**src/rtl/stopwatch_timer_mux.sv**
```systemverilog
// BCD MM..M:SS stopwatch / countdown timer with start/stop/clear/preset control,
// terminal-count detection and a multiplexed active-low 7-segment display driver.
module stopwatch_timer_mux #(
  parameter int TICK_DIV = 50_000_000,
  parameter int SCAN_DIV = 50_000,
  parameter int N_MIN    = 2
) (
  input  logic                   clk,
  input  logic                   rst,
  input  logic                   start,
  input  logic                   stop,
  input  logic                   clear,
  input  logic                   load,
  input  logic [4*(N_MIN+2)-1:0] preset,
  input  logic                   mode,
  output logic [4*(N_MIN+2)-1:0] value,
  output logic                   running,
  output logic                   done,
  output logic                   load_err,
  output logic [N_MIN+1:0]       digit_n,
  output logic [6:0]             seg_n
);

  localparam int ND = N_MIN + 2;
  localparam int VW = 4 * ND;
  localparam int PW = $clog2(TICK_DIV);
  localparam int SW = (SCAN_DIV > 1) ? $clog2(SCAN_DIV) : 1;
  localparam int IW = $clog2(ND);

  localparam logic [PW-1:0] PRE_LAST  = PW'(TICK_DIV - 1);
  localparam logic [SW-1:0] SCAN_LAST = SW'(SCAN_DIV - 1);
  localparam logic [IW-1:0] IDX_LAST  = IW'(ND - 1);

  typedef enum logic [1:0] {
    S_IDLE,
    S_RUN,
    S_PAUSE,
    S_DONE
  } state_t;

  state_t        state, state_nx;
  logic [VW-1:0] value_nx;
  logic [VW-1:0] stepped;
  logic [PW-1:0] presc, presc_nx;
  logic          mode_q, mode_nx;
  logic          load_err_nx;

  // Seconds tens rolls over at 5; every other digit at 9.
  function automatic logic [3:0] digit_max(input int i);
    return (i == 1) ? 4'd5 : 4'd9;
  endfunction

  function automatic logic is_terminal(input logic [VW-1:0] v, input logic down);
    logic t;
    t = 1'b1;
    for (int i = 0; i < ND; i++) begin
      if (down) t &= (v[4*i +: 4] == 4'd0);
      else      t &= (v[4*i +: 4] == digit_max(i));
    end
    return t;
  endfunction

  function automatic logic preset_valid(input logic [VW-1:0] p);
    logic ok;
    ok = 1'b1;
    for (int i = 0; i < ND; i++) begin
      if (p[4*i +: 4] > digit_max(i)) ok = 1'b0;
    end
    return ok;
  endfunction

  // One-second BCD step with ripple carry (up) or borrow (down).
  function automatic logic [VW-1:0] bcd_step(input logic [VW-1:0] v, input logic down);
    logic [VW-1:0] r;
    logic          c;
    r = v;
    c = 1'b1;
    for (int i = 0; i < ND; i++) begin
      if (c) begin
        if (!down) begin
          if (v[4*i +: 4] == digit_max(i)) begin
            r[4*i +: 4] = 4'd0;
            c = 1'b1;
          end else begin
            r[4*i +: 4] = v[4*i +: 4] + 4'd1;
            c = 1'b0;
          end
        end else begin
          if (v[4*i +: 4] == 4'd0) begin
            r[4*i +: 4] = digit_max(i);
            c = 1'b1;
          end else begin
            r[4*i +: 4] = v[4*i +: 4] - 4'd1;
            c = 1'b0;
          end
        end
      end
    end
    return r;
  endfunction

  function automatic logic [6:0] seg_decode(input logic [3:0] d);
    case (d)
      4'd0:    return 7'h40;
      4'd1:    return 7'h79;
      4'd2:    return 7'h24;
      4'd3:    return 7'h30;
      4'd4:    return 7'h19;
      4'd5:    return 7'h12;
      4'd6:    return 7'h02;
      4'd7:    return 7'h78;
      4'd8:    return 7'h00;
      4'd9:    return 7'h10;
      default: return 7'h7F;
    endcase
  endfunction

  always_comb stepped = bcd_step(value, mode_q);

  // NOTE: every output of this block gets a default first, so no path can infer a latch.
  always_comb begin
    state_nx    = state;
    value_nx    = value;
    presc_nx    = presc;
    mode_nx     = mode_q;
    load_err_nx = 1'b0;

    if (clear) begin
      value_nx = '0;
      presc_nx = '0;
      state_nx = S_IDLE;
    end else if (load) begin
      if (preset_valid(preset)) begin
        value_nx = preset;
        presc_nx = '0;
        state_nx = S_IDLE;
      end else begin
        load_err_nx = 1'b1;
      end
    end else begin
      case (state)
        S_IDLE: begin
          if (!stop && start) begin
            mode_nx  = mode;
            presc_nx = '0;
            state_nx = is_terminal(value, mode) ? S_DONE : S_RUN;
          end
        end
        S_RUN: begin
          // A stop on the tick cycle wins: prescaler stays at its last count.
          if (stop) begin
            state_nx = S_PAUSE;
          end else if (presc == PRE_LAST) begin
            presc_nx = '0;
            value_nx = stepped;
            if (is_terminal(stepped, mode_q)) state_nx = S_DONE;
          end else begin
            presc_nx = presc + 1'b1;
          end
        end
        S_PAUSE: begin
          if (!stop && start) begin
            state_nx = is_terminal(value, mode_q) ? S_DONE : S_RUN;
          end
        end
        S_DONE:  ;
        default: state_nx = S_IDLE;
      endcase
    end
  end

  // NOTE: sequential state uses non-blocking assignments so every register samples pre-edge values.
  always_ff @(posedge clk) begin
    if (rst) begin
      state    <= S_IDLE;
      value    <= '0;
      presc    <= '0;
      mode_q   <= 1'b0;
      load_err <= 1'b0;
    end else begin
      state    <= state_nx;
      value    <= value_nx;
      presc    <= presc_nx;
      mode_q   <= mode_nx;
      load_err <= load_err_nx;
    end
  end

  assign running = (state == S_RUN);
  assign done    = (state == S_DONE);

  logic [SW-1:0] scan_cnt;
  logic [IW-1:0] scan_idx;
  logic [3:0]    cur_digit;

  always_comb begin
    cur_digit = 4'hF;
    for (int i = 0; i < ND; i++) begin
      if (scan_idx == IW'(i)) cur_digit = value[4*i +: 4];
    end
  end

  // Digit enable and segments register from the same index, keeping them aligned.
  always_ff @(posedge clk) begin
    if (rst) begin
      scan_cnt <= '0;
      scan_idx <= '0;
      digit_n  <= ~ND'(1);
      seg_n    <= 7'h40;
    end else begin
      if (scan_cnt == SCAN_LAST) begin
        scan_cnt <= '0;
        scan_idx <= (scan_idx == IDX_LAST) ? '0 : scan_idx + 1'b1;
      end else begin
        scan_cnt <= scan_cnt + 1'b1;
      end
      digit_n <= ~(ND'(1) << scan_idx);
      seg_n   <= seg_decode(cur_digit);
    end
  end

endmodule

```
**config.mk**
```make
export PLATFORM = sky130hd
export DESIGN_NAME = stopwatch_timer_mux
export DESIGN_NICKNAME = d
export VERILOG_FILES = /design/src/rtl/stopwatch_timer_mux.sv
export SDC_FILE = /design/constraint.sdc
export NUM_CORES = 1
export LEC_CHECK = 0
export CAP_MARGIN = 20
export CORE_UTILIZATION = 38
export CTS_BUF_LIST = sky130_fd_sc_hd__clkbuf_8 sky130_fd_sc_hd__clkbuf_16
export DETAILED_ROUTE_END_ITERATION = 7
export SYNTH_ARGS = -nofsm -noshare
export SYNTH_HDL_FRONTEND = slang
export SYNTH_SLANG_ARGS = --single-unit
```
**constraint.sdc**
```tcl
create_clock -name clk -period 2.5 [get_ports clk]
set_input_delay 0.75 -clock clk [delete_from_list [all_inputs] [get_ports clk]]
set_output_delay 0.75 -clock clk [all_outputs]
set_load 0.02 [all_outputs]
```
==> metrics.cfg <==
[critical_path]
worst_setup_path_start_kind=flip-flop
cp.required_ns=2.76
worstPathArrival_ns=2.88
cp-end-kind=flip-flop
critPathKind=reg2reg
cp_num_cells=10
r2r_cells=10
critical-path-top-delay-family=compound AO/OA/AOI/OAI gates
cpPeakStageDelay_ns=0.57
crit_fanout=4
crit_buf_inv=2
worstPathCellList=or4_4 > a221oi_2 > buf_4 > nand3_2 > o211a_1 > buf_6 > a2111oi_4 > o2111a_1 > o21ai_1 > a21oi_1
worst_path_max_delay_cell=or4_4

[timing]
setup_violations=2
slew_violations=0
hold_viol_final=0
skew_ns=0.00941
clock.fmax_mhz=383
tightest_slew_ns=0.493
post-route-min-period_ns=2.61
rsz0062_at_grt=yes
slew-limit-headroom_pct=66.8
finalCritPeriodShare_pct=104
final.setup.tns_ns=-0.174
setup_slack_ns=-0.111

[global_route]
gr-max-usage-layer=met2
grt-ovfl-total=0
grt_use_met1_pct=25.9
grt_usage_pct=22.4
grtUsageMet2_pct=40.1
grt_pass1_wl_um=23400
gr-usage-met3_pct=3.35
grt_pass1_vias=5006
antenna_found_initial=0
grt_max_degree=24

[power_and_ir_drop]
net-switching-power_w=0.000707
power.density_nw_per_um2=431
comb_power_share_pct=13.7
power.leakage_nw=2.66
netSwitchingFraction_pct=24.1
internal_power_w=0.00222
vdd_drop_max_uv=332
p_clk_share_pct=44.5
seq_power_share_pct=41.8
total_power_w=0.00293

[synth]
yosysMostFrequentCell=nor2_1
synth_top_cell_area_share_pct=30.7
synth_cells=638
seq_area_frac_synth_pct=30.7
postSynth.asyncResetShare_pct=0
synth_edf_count=0
netlist_top_cells_area=dfxtp_1, nor2_1, ha_1, mux2i_1, nand2_1
avgSynthCellArea_um2=7.67
syn_nets=679
synthTopCellsByCount=nor2_1, dfxtp_1, nand2_1
ys_warn_count=0
syn_area_um2=4890
ys_ff_latch=75
yosys_most_used_dff=dfxtp_1
synth_area_leader_cell=dfxtp_1
synth_cell_type_count=72

[floorplanning]
core_area_um2=12600
fp.dieArea_um2=13300
row_count=41
die_x_um=115
die_h_um=115
pin_count=53
initial_utilization_pct=38.9

[detailed_routing]
wire_per_inst_um=15.1
wl_um=14300
drc=0
drtAntennaViolNets=0
drtPass1Iterations=5
drtIter0Drc=274
vias=5136
via_per_inst=5.42

[placement]
dp.final_hpwl_um=10700
port_buffers=52
placed_cell_area_um2=6310
gp_congestion=0.890

[hold_path]
holdPathStages=1
min_path_type=reg2reg

[clocking]
cts_sinks=75
max-clock-path-buffers=2
cts_tree=built
cts_buffers=9
ctsRootBufferMaster=clkbuf_16
h-tree-depth=3
clk_pin_slew_ns=0.05
clock_latency_ns=0.34

[finish]
area_growth_pct=39.1
diodes=0
layout.nets=812
drive_above_1_share_pct=22.2
fin_area_um2=6810

[status]
violations=negative setup slack
outcome=complete, but fails checks

[flow_run]
cap_violations=0

layer usage:
layer  share of wire [%]  routed length, um
met2                  51               7320
met3                 2.7                380
met1                  43               6180
met5                   0                  0
met4                 2.9                421
through the flow:
| stage | hold slack, ns | worst slack (ns) | std cells | utilization, % |
|---|---|---|---|---|
| finish | 0.444 | -0.111 | 947 | 54.2 |
| global route | 0.479 | -0.281 | 947 | 54.2 |
| CTS | 0.448 | -0.103 | 946 | 53.5 |
| detailed placement | 0.436 | -0.425 | 924 | 50.2 |
| global placement | 0.424 | -0.373 | 924 | 50.2 |
| floorplan | 0.418 | 0.00170 | 638 | - |
power by group through the flow:
stage / Combinational (W) / Clock [W] / Sequential (W)
global route: 0.000436 / 0.00138 / 0.00123
global placement: 0.000379 / 0 / 0.00125
floorplan: 0.000186 / 0 / 0.00126
finish: 0.000402 / 0.00130 / 0.00123
CTS: 0.000397 / 0.00134 / 0.00122
detailed placement: 0.000385 / 0 / 0.00125
layout by cell type (no fill, tap or decap), types with 15 or more instances in the layout:
| master | count |
|---|---|
| buf_4 | 108 |
| nor2_1 | 99 |
| dfxtp_1 | 71 |
| nand2_1 | 47 |
| clkdlybuf4s50_1 | 47 |
| o21ai_0 | 31 |
| a21oi_1 | 30 |
| nand3_1 | 26 |
| inv_1 | 21 |
| mux2i_1 | 18 |
| nor3_1 | 17 |
| ha_1 | 17 |
| xnor2_1 | 15 |
path summary, 6_finish.rpt:
path	start	to	slack, ns
worst min register to register	scan_cnt[0]$_SDFF_PP0_	scan_cnt[0]$_SDFF_PP0_	0.44
worst max register to register	value[9]$_SDFFE_PP0P_	state[1]$_SDFFE_PP0P_	-0.11
worst min-delay path	scan_cnt[0]$_SDFF_PP0_	scan_cnt[0]$_SDFF_PP0_	0.44
worst max-delay path	value[9]$_SDFFE_PP0P_	state[1]$_SDFFE_PP0P_	-0.11
cell type report:
cell class,instances,area (um^2)
fillers,1213,5760
multi-input cells,498,3280
flip-flops and latches,75,1510
repair buffers,165,1420
clock buffers,11,253
well taps,172,215
inverters,22,82.6
clock inverters,4,42.5
cell families after synthesis:
group | Yosys count | share of synthesized area, %
and+or+nand+nor | 281 | 28.9
AOI/OAI and AO/OA | 150 | 20.9
DFF | 75 | 30.7
buffers and inverters | 65 | 5.27
xor gates and xnor gates | 28 | 5.01
muxes | 21 | 4.60
adders and majority gates | 18 | 4.60
what timing repair did:
item / in CTS / in global routing
pin swaps: 8 / 8
endpoints found under the setup margin: 5 / 14
gates resized for setup: 20 / 19
hold buffers: 0 / 0
buffers inserted: 7 / 1
sequential cells by signal (all words and copies together), names as in the netlist:
signal and flops:
digit_n 4, presc 26, load_err 1, state 2
value 16, scan_cnt 16, mode_q 1, scan_idx 2
seg_n 7
(Power assumes the default switching activity.)
